## config.mk

```make
export PLATFORM = sky130hd
export DESIGN_NAME = ahb_arbiter_slave
export DESIGN_NICKNAME = d
export VERILOG_FILES = /design/src/rtl/ahb_arbiter_slave_pkg.sv /design/src/rtl/ahb_arbiter_slave_rr.sv /design/src/rtl/ahb_arbiter_slave.sv
export SDC_FILE = /design/constraint.sdc
export NUM_CORES = 1
export LEC_CHECK = 0
export ABC_AREA = 1
export CORE_MARGIN = 2
export CORE_UTILIZATION = 42
export DETAILED_ROUTE_END_ITERATION = 16
export GPL_TIMING_DRIVEN = 0
export PLACE_DENSITY = 0.87
export SYNTH_ARGS = -nofsm -noshare
export SYNTH_HDL_FRONTEND = slang
export SYNTH_SLANG_ARGS = --single-unit
```

## constraint.sdc

```tcl
create_clock -name hclk -period 1.9 [get_ports hclk]
set_clock_uncertainty 0.1 [all_clocks]
set_input_delay 0.38 -clock hclk [delete_from_list [all_inputs] [get_ports hclk]]
set_output_delay 0.38 -clock hclk [all_outputs]
set_load 0.01 [all_outputs]
```

## src/rtl/ahb_arbiter_slave_pkg.sv

```systemverilog
// Shared AHB types for the per-slave arbiter: transfer type and arbiter FSM state.
package ahb_arbiter_slave_pkg;

  typedef enum logic [1:0] {
    IDLE   = 2'b00,
    BUSY   = 2'b01,
    NONSEQ = 2'b10,
    SEQ    = 2'b11
  } htrans_type;

  typedef enum logic [1:0] {
    ARB_IDLE  = 2'b00,
    ARB_ADDR  = 2'b01,
    ARB_BURST = 2'b10
  } arb_state_type;

endpackage

```

## src/rtl/ahb_arbiter_slave_rr.sv

```systemverilog
// Round-robin picker: first set request strictly after rr_ptr, wrapping to 0.
module ahb_rr_picker #(
  parameter int N = 3,
  parameter int W = 2
) (
  input  logic [N-1:0] req,
  input  logic [W-1:0] rr_ptr,
  output logic         found,
  output logic [W-1:0] winner
);

  logic [W-1:0] cand;

  // The previous winner is visited last, so it only wins again when alone.
  always_comb begin
    found  = 1'b0;
    winner = '0;
    cand   = '0;
    for (int i = 1; i <= N; i++) begin
      cand = W'((int'(rr_ptr) + i) % N);
      if (!found && req[cand]) begin
        found  = 1'b1;
        winner = cand;
      end
    end
  end

endmodule

```

## src/rtl/ahb_arbiter_slave.sv

```systemverilog
// Per-slave AHB arbiter: round-robin owner selection with burst/lock hold,
// address- and data-phase master mux selects, and per-master stall.
//
// state     | meaning
// ARB_IDLE  | no owner
// ARB_ADDR  | owner granted, may be rearbitrated next ready cycle
// ARB_BURST | owner held by SEQ/BUSY or hlock
module ahb_arbiter_slave
  import ahb_arbiter_slave_pkg::*;
#(
  parameter int SLAVE_X_MASTER_NUM = 3,
  parameter int MASTER_ID_WIDTH    = 2
) (
  input  logic                          hclk,
  input  logic                          hreset_n,
  input  logic [SLAVE_X_MASTER_NUM-1:0] hreq,
  input  htrans_type                    htrans_m [SLAVE_X_MASTER_NUM],
  input  logic [SLAVE_X_MASTER_NUM-1:0] hlock_m,
  input  logic                          hready,
  output logic [SLAVE_X_MASTER_NUM-1:0] hgrant,
  output logic                          hsel,
  output logic [MASTER_ID_WIDTH-1:0]    haddr_sel,
  output logic [MASTER_ID_WIDTH-1:0]    hdata_sel,
  output logic                          hdata_valid,
  output logic [SLAVE_X_MASTER_NUM-1:0] hwait_m
);

  arb_state_type              state_q, state_d;
  logic [MASTER_ID_WIDTH-1:0] owner_q, owner_d;
  logic [MASTER_ID_WIDTH-1:0] rr_ptr_q, rr_ptr_d;
  logic [MASTER_ID_WIDTH-1:0] hdata_sel_q, hdata_sel_d;
  logic                       hdata_valid_q, hdata_valid_d;

  logic                       hold;
  logic                       pick_found;
  logic [MASTER_ID_WIDTH-1:0] pick_winner;

  ahb_rr_picker #(
    .N (SLAVE_X_MASTER_NUM),
    .W (MASTER_ID_WIDTH)
  ) u_picker (
    .req    (hreq),
    .rr_ptr (rr_ptr_q),
    .found  (pick_found),
    .winner (pick_winner)
  );

  assign hold = hlock_m[owner_q]
              | (htrans_m[owner_q] == SEQ)
              | (htrans_m[owner_q] == BUSY);

  always_ff @(posedge hclk) begin
    if (!hreset_n) begin
      state_q       <= ARB_IDLE;
      owner_q       <= '0;
      rr_ptr_q      <= MASTER_ID_WIDTH'(SLAVE_X_MASTER_NUM - 1);
      hdata_sel_q   <= '0;
      hdata_valid_q <= 1'b0;
    end else begin
      state_q       <= state_d;
      owner_q       <= owner_d;
      rr_ptr_q      <= rr_ptr_d;
      hdata_sel_q   <= hdata_sel_d;
      hdata_valid_q <= hdata_valid_d;
    end
  end

  // Everything, data-phase pipeline included, advances only on ready cycles.
  always_comb begin
    state_d       = state_q;
    owner_d       = owner_q;
    rr_ptr_d      = rr_ptr_q;
    hdata_sel_d   = hdata_sel_q;
    hdata_valid_d = hdata_valid_q;
    if (hready) begin
      hdata_sel_d   = owner_q;
      hdata_valid_d = hsel;
      if ((state_q != ARB_IDLE) && hold) begin
        state_d = ARB_BURST;
      end else if (pick_found) begin
        state_d  = ARB_ADDR;
        owner_d  = pick_winner;
        rr_ptr_d = pick_winner;
      end else begin
        state_d = ARB_IDLE;
      end
    end
  end

  always_comb begin
    hgrant = '0;
    if (state_q != ARB_IDLE) hgrant[owner_q] = 1'b1;
    hsel    = (state_q != ARB_IDLE) & hreq[owner_q];
    hwait_m = hreq & ~hgrant;
  end

  assign haddr_sel   = owner_q;
  assign hdata_sel   = hdata_sel_q;
  assign hdata_valid = hdata_valid_q;

endmodule

```

### Yosys cells after proc, flatten, opt, wreduce, memory -nomap -nowiden

Cells that the tools add are included.

* register bits after elaboration: 9
* bits in latches: 0
* memory bits (writable): 0
* ROM bits: 0
* bits of input ports: 15
* word-level logic and storage cells: 58
* memories: 0

* $add $sub $neg: 3
* $mul: 0
* div/mod/pow operators: 3
* order comparisons: 6
* equal/unequal tests: 2
* shifts and indexed selects: 0
* multiplexer cells: 24
* bitwise operators: 7
* reductions and logical operators: 8

Operator list (count)
* modulo 32 x 3 -> 32 bit, second input constant: 3
* < comparator 2 x 3 -> 1 bit, second input constant: 4
* two-way mux 2 bit: 6
* binary-select mux 1 bit (select 2 bit): 5
* two-way mux 1 bit: 10
* adder 2 x 2 -> 3 bit, second input constant: 2
* binary-select mux 2 bit (select 2 bit): 1
* logical AND 1 bit: 4
* adder 2 x 1 -> 3 bit, second input constant: 1
* AND 3 bit: 1
* greater-or-equal comparator 3 bit, second input constant: 1
* two-way mux 3 bit: 1
* inverter 2 -> 3 bit: 1
* inverter 3 bit: 1
* AND reduction 3 bit: 1
* demux 1 bit (select 2 bit): 1
* equality test 2 x 1 -> 1 bit, second input constant: 1
* equality test 2 bit, second input constant: 1
* greater-or-equal comparator 2 x 1 -> 1 bit, second input constant: 1
* logical NOT 1 bit: 2
* bitwise OR 1 bit: 2
* nonzero test 2 bit: 1
* AND 1 bit: 1
* inverter 1 bit: 1

### Longest topological paths before layout

* depth after elaboration: 13
* gate-level depth with buffers: 12

### Hierarchy

A second synthesis with hierarchy kept.

* cells, all modules: 111
* area, all modules: 653.1 um^2

By module, submodules not included
* ahb_arbiter_slave: instances 1, cells an instance 69, area an instance 439.2 um^2, seq. area each 160.2 um^2
* ahb_rr_picker: instances 1, cells an instance 42, area an instance 214.0 um^2, seq. area each 0.0 um^2

### Least setup slack after synthesis

No wires, ideal clock.

* path type: register to register
* from: register owner_q[0], in the netlist haddr_sel[0]
* to: register owner_q[0], in the netlist haddr_sel[0]
* library setup time: 111 ps
* arrival time: 1537 ps
* setup slack: 152 ps
* cell stages (with the launch flop): 11
* clock period less this slack: 1748 ps
* cell sequence: dfxtp_1 inv_2 ha_1 o21ai_1 nand2_4 nand2_2 nor2_2 nor2_2 nand2_1 nor2_1 nor2_1

* longest elaborated chain between the ends: 10
* elaborated cells on any way between the ends: 13

RTL lines
* start: declaration: RTL line ahb_arbiter_slave.sv:29 `logic [MASTER_ID_WIDTH-1:0] owner_q, owner_d;`
* start signal: assignment: RTL line ahb_arbiter_slave.sv:61 `owner_q <= owner_d;`
* inverter 2 -> 3 bit (implied by the code): RTL line ahb_arbiter_slave.sv:49, ahb_arbiter_slave.sv:50
* binary-select mux 2 bit (select 2 bit): RTL line ahb_arbiter_slave.sv:49, ahb_arbiter_slave.sv:50
* two-way mux 2 bit (implied by the code) (2 in a row): RTL line ahb_arbiter_slave.sv:49, ahb_arbiter_slave.sv:50
* equality test 2 bit: RTL line ahb_arbiter_slave.sv:49 `| (htrans_m[owner_q] == SEQ)`
* bitwise OR 1 bit: RTL line ahb_arbiter_slave.sv:49
* bitwise OR 1 bit *: RTL line ahb_arbiter_slave.sv:50 `| (htrans_m[owner_q] == BUSY);`
* logical AND 1 bit *: RTL line ahb_arbiter_slave.sv:78 `if ((state_q != ARB_IDLE) && hold) begin`
* inverter 1 bit (no source line) *
* AND reduction 3 bit (no source line) *

Every way passes the cells marked *; elsewhere a longest branch is shown, timed or not. The select of a mux whose other input is x is not followed.
A chain may end at the register's enable or synchronous reset.

### Worst setup path after layout

* from: register owner_q[1], in the netlist haddr_sel[1]
* to: output port hwait_m[2]

* longest elaborated chain between the ends: 7
* elaborated cells on any way between the ends: 8

RTL lines
* < comparator 2 x 3 -> 1 bit (implied by the code) / greater-or-equal comparator 2 x 1 -> 1 bit (equally long branches): RTL line ahb_arbiter_slave.sv:92 `if (state_q != ARB_IDLE) hgrant[owner_q] = 1'b1;`
* logical AND 1 bit (implied by the code): RTL line ahb_arbiter_slave.sv:92
* two-way mux 1 bit (implied by the code): RTL line ahb_arbiter_slave.sv:92
* demux 1 bit (select 2 bit) *: RTL line ahb_arbiter_slave.sv:92
* two-way mux 3 bit *: RTL line ahb_arbiter_slave.sv:92
* inverter 3 bit *: RTL line ahb_arbiter_slave.sv:94 `hwait_m = hreq & ~hgrant;`
* AND 3 bit *: RTL line ahb_arbiter_slave.sv:94
* end: declaration: RTL line ahb_arbiter_slave.sv:25 `output logic [SLAVE_X_MASTER_NUM-1:0] hwait_m`

Every way passes the cells marked *; elsewhere a longest branch is shown, timed or not.

==> summary.md <==
| Metric | Value |
|---|---|
| Maximum vdd drop | 0.715 mV |
| Synth Area per Inst | roughly 6 µm² |
| RSZ-0062 raised after global routing | true |
| Core area | 1490 µm² |
| Area delta synth->final | 46.5% |
| Distinct cells, synth | 22 |
| Worst-Margin Slew | 0.255 ns |
| CP max FO | 5 |
| Syn Inst Count | 109 |
| MaxCap Viol Count | 0 |
| Critical path class | reg2out |
| Dpl hpwl | 1.30 mm |
| Most common cell after layout, fill and taps aside | nand2_1 |
| Cell Pwr Density | 1260 nW/µm² |
| Most frequent cells in the layout | 24 x nand2_1, 16 x inv_1, 13 x clkdlybuf4s50_1 |
| Worst Setup SP | haddr_sel[1] |
| CP endpoint kind | output port |
| Top cell type by total area after synthesis | dfxtp_1 |
| Fmax | 0.553 GHz |
| Worst-Skew Late Latency | between 0.2 and 0.3 ns |
| Total grt overflow | 0 |
| Worst Setup Slack post-DPL | -0.466 ns |
| Mapped Nets | 127 |
| Setup_tns | 0 ns |
| Drt first pass iters | 4 |
| Root Buffer | clkbuf_4 |
| CP startpoint kind | register |
| Top cell type's share of synthesized area | ~24% |
| Final ANT Viol Nets | 0 |
| R2R setup slack | roughly 0.13 ns |
| Total GRT Usage | 19.7% |
| Fin crit share | 95.1% |
| Worst reg2reg path depth | 11 |
| Die area | 1920 µm² |
| Worst-path clk slew | 0.06 ns |
| # nets final | 156 |
| Slew Limit Fails | 0 |
| Worst slew margin | slightly above 80% |
| Die height | 43.8 µm |
| Share of cells above drive strength 1 | between 20% and 30% |
| PortBufs | 23 |
| Power Total | 0.00123 W |
| Pleak | 0.509 nW |
| Yosys warns | 0 |
| Area contributors post-synth | dfxtp_1 24%, nand2_1 14%, inv_1 10% |
| # clock sinks | 8 |
| Finished Layout Cells | approximately 150 |
| Longest Clk Path Bufs | 2 |
| # diodes | 0 |
| Mapped cell area | 667 µm² |
| DRC violations left | 0 |
| End point of the critical path | hwait_m[2] |
| Reg2reg start | haddr_sel[0] |
| Largest net degree at the start of global routing | 11 |
| Util after Layout | 65.6% |
| # IOs | 27 |
| Cell Count Post-Placement | 148 |
| Fin. Hold Viols | 0 |
| GP Congestion | roughly 0.88 |
| Vias | 794 |
| Post-Route WL | 1.71 mm |
| Post-synthesis sequential area ratio | 24.0% |
| TritonCTS clock tree | done |
| First-pass GRT wire length | a little under 3 mm |
| Reg-to-Reg End | haddr_sel[0] |
| Minimum clock period | 1.81 ns |
| Synthesis-stage register bit count | 8 |
| Required time worst endpoint | 1.42 ns |
| Die width | 43.8 µm |
| Worst min path class | reg2reg |
| Wire per inst | about 11 µm |
| Vias/cell | 5.22 |
| Worst EP arrival | 1.33 ns |
| Initial Util | 44.8% |
| Cts bufs inserted | 3 |
| Final WS setup | between 0.09 and 0.1 ns |
| Vias in the first global route | 740 |
| Outcome | finished, final reports clean |
| Initial DRC Count | 12 |
| # rows | 14 |
| Initial antenna violation count | 0 |
| Number of setup violations in the final report | 0 |
| CTS H-tree lvls | 1 |
==> what timing repair did <==
action / in CTS / in global routing
hold buffers: 0 / 0
pin swaps: 1 / 1
endpoints found under the hold margin: 0 / 0
buffers inserted: 0 / 1
setup endpoints to repair: 8 / 6
gates resized for setup: 17 / 12
==> where the power goes <==
group | internal (W) | leakage [nW] | switching, W
sequential | 0.000211 | 0.0672 | 0.0000491
clock | 0.0000726 | 0.0138 | 0.0000621
combinational | 0.000335 | 0.428 | 0.000502
total | 0.000619 | 0.509 | 0.000613
==> sequential cells by signal (all words and copies together), names as in the netlist <==
| signal | cells |
|---|---|
| haddr_sel | 2 |
| rr_ptr_q | 1 |
| hdata_sel | 2 |
| state_q | 2 |
| hdata_valid | 1 |
==> worst min-delay path by stage <==
stage / startpoint / to / slack (ns) / cells past startpoint
after detailed placement: state_q[0] / state_q[0] / 0.38 / 2
after global routing: state_q[0] / state_q[0] / 0.40 / 2
final: state_q[0] / state_q[0] / 0.40 / 2
after floorplan: state_q[0] / state_q[0] / 0.34 / 2
after CTS: state_q[0] / state_q[0] / 0.38 / 2
after global placement: state_q[0] / state_q[0] / 0.35 / 2
==> per-stage QoR <==
stage / hold WS, ns / instance area [µm²]
3_5_place_dp: 0.376 / 917
3_3_place_gp: 0.353 / 917
5_1_grt: 0.398 / 977
4_1_cts: 0.383 / 942
6_report: 0.400 / 977
2_1_floorplan: 0.342 / 667
==> routing by layer <==
layer | global-route usage (%) | up-vias | part of all wire [%]
met2 | 34.4 | 23 | 52
met3 | 5.00 | 0 | 3.8
met1 | 23.8 | 375 | 44
met5 | 0 | - | 0
met4 | 5.45 | 0 | 0
li1 | - | 396 | -
==> Yosys cell counts <==
cell type	n
dfxtp_1	8
nand3b_1	1
nand2_1	24
nand2_2	5
nand4_1	3
buf_4	1
a31oi_1	1
nor3_1	2
a21oi_2	1
inv_1	18
o21ai_0	5
ha_1	3
o221ai_1	1
nand3_1	4
nor2_2	2
inv_2	5
buf_2	1
o21ai_1	2
a21oi_1	5
nand3_2	4
nand2_4	1
nor2_1	12
==> critical path, stage by stage (launching register included) <==
cell	delay, ns
dfxtp_2	0.39
inv_1	0.10
nor3_2	0.24
nor2_1	0.06
dlygate4sd2_1	0.28
==> cell type report <==
cell class                      instances  area (µm²)
Fill cell                             115         512
Multi-Input combinational cell         76         443
Timing Repair Buffer                   24         225
Sequential cell                         8         165
Inverter                               23        88.8
Clock buffer                            3        22.5
Tap cell                               16        20.0
Buffer                                  2        12.5
==> cells by family after synthesis <==
group,synth area share (%)
fa+ha+maj,5.63
flops,24.0
simple gates,43.0
compound gates,12.6
buf+inv,14.8
Power figures use the tool's default switching activity.
